===== config.mk =====
export PLATFORM = sky130hd
export DESIGN_NAME = led_demux_meter
export DESIGN_NICKNAME = d
export VERILOG_FILES = /design/src/rtl/led_demux_meter.sv
export SDC_FILE = /design/constraint.sdc
export NUM_CORES = 2
export LEC_CHECK = 0
export CAP_MARGIN = 20
export CORE_AREA = 2 2 288 290
export DETAILED_ROUTE_END_ITERATION = 8
export DIE_AREA = 0 0 290 292
export GPL_TIMING_DRIVEN = 0
export PLACE_DENSITY = 0.86
export SETUP_SLACK_MARGIN = 0.02
export SLEW_MARGIN = 20
export SYNTH_ARGS = -nofsm -noshare
export SYNTH_HDL_FRONTEND = slang
export SYNTH_SLANG_ARGS = --single-unit

===== constraint.sdc =====
create_clock -name clk -period 2.8 [get_ports clk]
set_input_delay 0.56 -clock clk [delete_from_list [all_inputs] [get_ports clk]]
set_output_delay 0.56 -clock clk [all_outputs]
set_load 0.02 [all_outputs]

===== src/rtl/led_demux_meter.sv =====
// LED demultiplexing on-time meter.
// Samples a multiplexed LED drive (11 cathodes, 3 anodes), accumulates per-channel on-cycles
// over a 2^WIN_LOG2-cycle window and publishes the totals to a readable result bank.
// Optional macro LED_DEMUX_COLOR_MAP_EN: reads select a colour (R/G/B) instead of an anode.
module led_demux_meter #(
  parameter int unsigned WIN_LOG2 = 16
) (
  input  logic        clk,
  input  logic        rst_n,
  input  logic [10:0] ledc,
  input  logic [2:0]  leda,
  input  logic        rd_req,
  input  logic [5:0]  rd_addr,
  output logic        rd_ack,
  output logic [15:0] rd_data,
  output logic        win_done,
  output logic        err_anode,
  input  logic        err_clr
);

  localparam int unsigned NumLed = 11;
  localparam int unsigned NumAnode = 3;
  localparam int unsigned NumCh = NumLed * NumAnode;

  typedef logic [WIN_LOG2-1:0] cnt_t;
  localparam cnt_t CntMax = '1;

  logic [10:0] ledc_q;
  logic [2:0]  leda_q;
  // Set once the input registers hold a real post-reset sample
  logic        samp_q;

  cnt_t acc_q  [NumCh];
  cnt_t acc_d  [NumCh];
  cnt_t bank_q [NumCh];
  cnt_t win_q;

  logic onehot;
  logic valid;
  logic invalid;
  logic wrap;

  logic [5:0]  rd_idx;
  logic [15:0] rd_val;

  assign onehot  = (leda_q == 3'b001) || (leda_q == 3'b010) || (leda_q == 3'b100);
  assign valid   = samp_q && onehot;
  assign invalid = samp_q && !onehot;
  assign wrap    = samp_q && (win_q == CntMax);

  // Per-channel saturating increment; channel index is led*3 + anode
  for (genvar gi = 0; gi < NumLed; gi++) begin : g_led
    for (genvar gk = 0; gk < NumAnode; gk++) begin : g_anode
      localparam int Idx = gi * NumAnode + gk;
      assign acc_d[Idx] = (valid && leda_q[gk] && ledc[0] == ledc[0] && ledc_q[gi] &&
                           (acc_q[Idx] != CntMax)) ? acc_q[Idx] + cnt_t'(1) : acc_q[Idx];
    end
  end

`ifdef LED_DEMUX_COLOR_MAP_EN
  // Anode that carries each colour, indexed by LED number
  localparam logic [1:0] RMap [NumLed] = '{2'd0, 2'd2, 2'd0, 2'd2, 2'd0, 2'd2, 2'd2, 2'd1,
                                           2'd1, 2'd0, 2'd0};
  localparam logic [1:0] GMap [NumLed] = '{2'd1, 2'd1, 2'd1, 2'd1, 2'd1, 2'd1, 2'd1, 2'd0,
                                           2'd0, 2'd1, 2'd1};
  localparam logic [1:0] BMap [NumLed] = '{2'd2, 2'd0, 2'd2, 2'd0, 2'd2, 2'd0, 2'd0, 2'd2,
                                           2'd2, 2'd2, 2'd2};
  logic [5:0] rd_led;
  logic [1:0] rd_sel;
  logic [1:0] rd_anode;

  // Translate (led, colour) read address into the (led, anode) channel index
  always_comb begin
    rd_led   = rd_addr / 6'd3;
    rd_sel   = 2'(rd_addr % 6'd3);
    rd_anode = 2'd0;
    if (rd_led < 6'(NumLed)) begin
      unique case (rd_sel)
        2'd0:    rd_anode = RMap[rd_led[3:0]];
        2'd1:    rd_anode = GMap[rd_led[3:0]];
        2'd2:    rd_anode = BMap[rd_led[3:0]];
        default: rd_anode = 2'd0;
      endcase
    end
    rd_idx = rd_led * 6'd3 + {4'd0, rd_anode};
  end
`else
  assign rd_idx = rd_addr;
`endif

  // Out-of-range channels read as zero
  always_comb begin
    rd_val = 16'd0;
    if (rd_addr < 6'(NumCh)) begin
      rd_val = 16'(bank_q[rd_idx]);
    end
  end

  // Input capture, accumulation, window roll-over, error flag and read port
  always_ff @(posedge clk) begin
    if (!rst_n) begin
      ledc_q    <= '0;
      leda_q    <= '0;
      samp_q    <= 1'b0;
      acc_q     <= '{default: '0};
      bank_q    <= '{default: '0};
      win_q     <= '0;
      win_done  <= 1'b0;
      err_anode <= 1'b0;
      rd_ack    <= 1'b0;
      rd_data   <= '0;
    end else begin
      ledc_q   <= ledc;
      leda_q   <= leda;
      samp_q   <= 1'b1;
      win_done <= wrap;
      if (samp_q) begin
        win_q <= win_q + cnt_t'(1);
      end
      if (wrap) begin
        bank_q <= acc_d;
        acc_q  <= '{default: '0};
      end else begin
        acc_q <= acc_d;
      end
      // A new error wins over a simultaneous clear
      if (invalid) begin
        err_anode <= 1'b1;
      end else if (err_clr) begin
        err_anode <= 1'b0;
      end
      rd_ack  <= rd_req;
      rd_data <= rd_req ? rd_val : 16'd0;
    end
  end

endmodule


==> results.toml <==
[run_status]
status = "finished with violations"
violations = "setup timing"

[logic_synthesis]
synth_seq_area_share = 0.4570
synth_edf_count = 0
async_reset_ff_frac = 0
ys.flop_type = "dfxtp_1"
synthesis.nets = 5417
yosysWarnings = 0
synthTopCellsByArea = "dfxtp_1, xnor2_1, nor2_1, o21ai_0, mux4_2"
netlist.area_leader.share = 0.4570
synth.distinct_cells = 85
yosys.area.top_type = "dfxtp_1"
netlist_instances = 5359
synth_area_sq_um = 48450
avgSynthCellArea_sq_um = 9.040
ys_ff_latch = 1106

[route]
totalWireLength_microns = 180900
dr.pass1.iters = 9
drt-wirelength-per-cell_microns = 27.04
first_iter_violations = 6836
vias = 45407
ant_nets = 0
drc = 0
drt-vias-per-instance = 6.787

[grt]
grt_pass1_vias = 41814
grt_pass1_wl_microns = 262600
grt_max_degree = 15
grt.total_usage = 0.4121
grt_overflow = 0
antenna_found_initial = 15

[die]
initial_core_util = 0.5938
die_x_microns = 290
io_pins = 43
dieArea_sq_um = 84680
core-area_sq_um = 81580
chipHeight_microns = 292
row_count = 105

[timing]
fin_crit_sh = 1.047
rsz0062_at_grt = "no"
setup_ws_ps = -130.7
fmax_mhz = 341.2
hold_violations = 0
period_minus_slack_ps = 2931
setup_violations = 31
fin_skew_ps = 40.03
fin_tns_setup_ps = -1219
slew_headroom = 0.1859
worstMarginPinSlew_ps = 1221
slew_viol_final = 0

[placement]
hpwl_microns = 128800
place_congestion = 1.048
port_buffers = 38
placedCellCount = 6471

[setup_path]
startpoint_type = "input port"
crit_fanout = 10
critical_path_class = "in -> reg"
crit_arrival_ps = 3480
end_kind = "flop"
worstPathRequired_ps = 3350

[clock_network]
clock_sinks = 1106
clock-root-buffer = "clkbuf_16"
clock_latency_ps = 700
cts_tree = "built"
clk_pin_slew_ps = 70
clock_path_buffers = 3
htree_levels = 3
cts_buffers = 107

[pwr]
irDropWorstVdd_mv = 0.5252
power.leakage_nw = 18.34
powerDensity_nw_per_um2 = 587.1
power.total_mw = 32.06

[min_path]
hp-class = "in -> reg"

[run]
drv_cap = 0

[finish]
finalNetCount = 5584
fin_cells = 6690
drive_above_1_share = 0.1062
syn2layout_area_growth_pct = 12.72
-- cell usage in the layout, fill, tap and decap left out, types with 89 or more instances in the layout --
| cell | synthesis | layout |
|---|---|---|
| dfxtp_1 | 1106 | 1105 |
| nor2_1 | 709 | 706 |
| o21ai_0 | 445 | 444 |
| a21oi_1 | 424 | 424 |
| xnor2_1 | 357 | 354 |
| nand2_1 | 245 | 245 |
| nand3_1 | 194 | 193 |
| clkbuf_1 | 243 | 175 |
| nor3_1 | 182 | 174 |
| nand4_1 | 156 | 156 |
| a211oi_1 | 136 | 132 |
| mux2i_1 | 114 | 113 |
| clkbuf_16 | 0 | 109 |
| mux4_2 | 98 | 98 |
| nor4_1 | 107 | 89 |
-- registers in the layout, indices dropped and copies added (netlist names) --
signal,count
err_anode,1
rd_ack,1
ledc_q,11
acc_q,528
bank_q,528
win_done,1
win_q,16
rd_data,16
leda_q,3
samp_q,1
-- synth_stat cells, types with 26 or more instances --
master,instances
clkbuf_1,243
nor2_1,709
nand2_1,245
and3_1,59
nor4_1,107
nand3_1,194
inv_1,63
mux4_2,98
ha_1,34
and2_1,35
nor3b_1,43
o22ai_1,26
xor2_1,67
xnor2_1,357
buf_2,68
dfxtp_1,1106
mux2i_1,114
o21ai_0,445
nor3_1,182
a211oi_1,136
nand4_1,156
nor4b_1,28
a21oi_1,424
and4_1,64
-- cell type report --
cell class	instances	area [sq um]
well taps	1070	1339
clock buffers	153	3183
plain buffers	333	1645
diodes	6	15.01
repair buffers	59	556.8
flip-flops and latches	1106	22140
inverters	64	241.5
multi-input cells	3855	25020
clock inverters	44	467.9
fillers	6241	26970
-- final timing paths --
check                                 start           to  slack [ps]  cells after the start
worst min register to register  bank_q[413]  bank_q[413]         450                      2
worst min-delay path                ledc[2]    ledc_q[2]         440                      2
worst max register to register     win_q[0]  bank_q[236]           0                      8
worst max-delay path             rd_addr[1]   rd_data[8]        -130                      7
-- timing repair --
item | CTS | global route
pin swaps | 5 | 7
gates resized for setup | 107 | 104
setup buffers | 6 | 11
hold buffers | 0 | 0
setup endpoints to repair | 1081 | 820
-- per-stage QoR --
step | util | hold WS, ps | area, sq um | setup slack (ps)
after floorplan | - | 419.6 | 48450 | 369.2
after global placement | 0.6149 | 430.9 | 50170 | -1778
after detailed placement | 0.6158 | 441.8 | 50240 | -1799
after CTS | 0.6647 | 432.1 | 54230 | 20.96
after global routing | 0.6692 | 465.3 | 54600 | 14.31
final | 0.6694 | 435.2 | 54610 | -130.7
-- cell families (layout without fill, tap and decap cells) --
family | count (synthesis) | count (layout) | synth area share
simple gates | 1954 | 1954 | 0.2051
compound gates | 1218 | 1218 | 0.1467
flops | 1106 | 1106 | 0.4570
xor+xnor | 424 | 424 | 0.07665
buf+inv | 398 | 653 | 0.03360
mux | 225 | 225 | 0.07213
fa+ha+maj | 34 | 34 | 0.008781
other cells | 0 | 6 | 0
-- report_power, final --
group / total (mW) / internal (mW) / switching (mW)
sequential: 15.8 / 15.8 / 0.0304
combinational: 1.14 / 0.269 / 0.874
clock: 15.1 / 8.56 / 6.57
total: 32.1 / 24.6 / 7.47
-- metal layers --
| layer | vias up | global-route usage | share of wire |
|---|---|---|---|
| li1 | 19778 | - | - |
| met1 | 21666 | 0.5143 | 0.37 |
| met2 | 3140 | 0.6040 | 0.41 |
| met3 | 811 | 0.1148 | 0.13 |
| met4 | 12 | 0.3201 | 0.094 |
| met5 | - | 0 | 0.00041 |
-- critical path: stages --
cell and delay, ps:
buf_2 200, buf_2 380, clkdlybuf4s15_2 670, mux4_2 530, o211ai_1 330, nand4_1 330
a32o_1 470
Note: power is estimated with default switching activity, not from simulation.
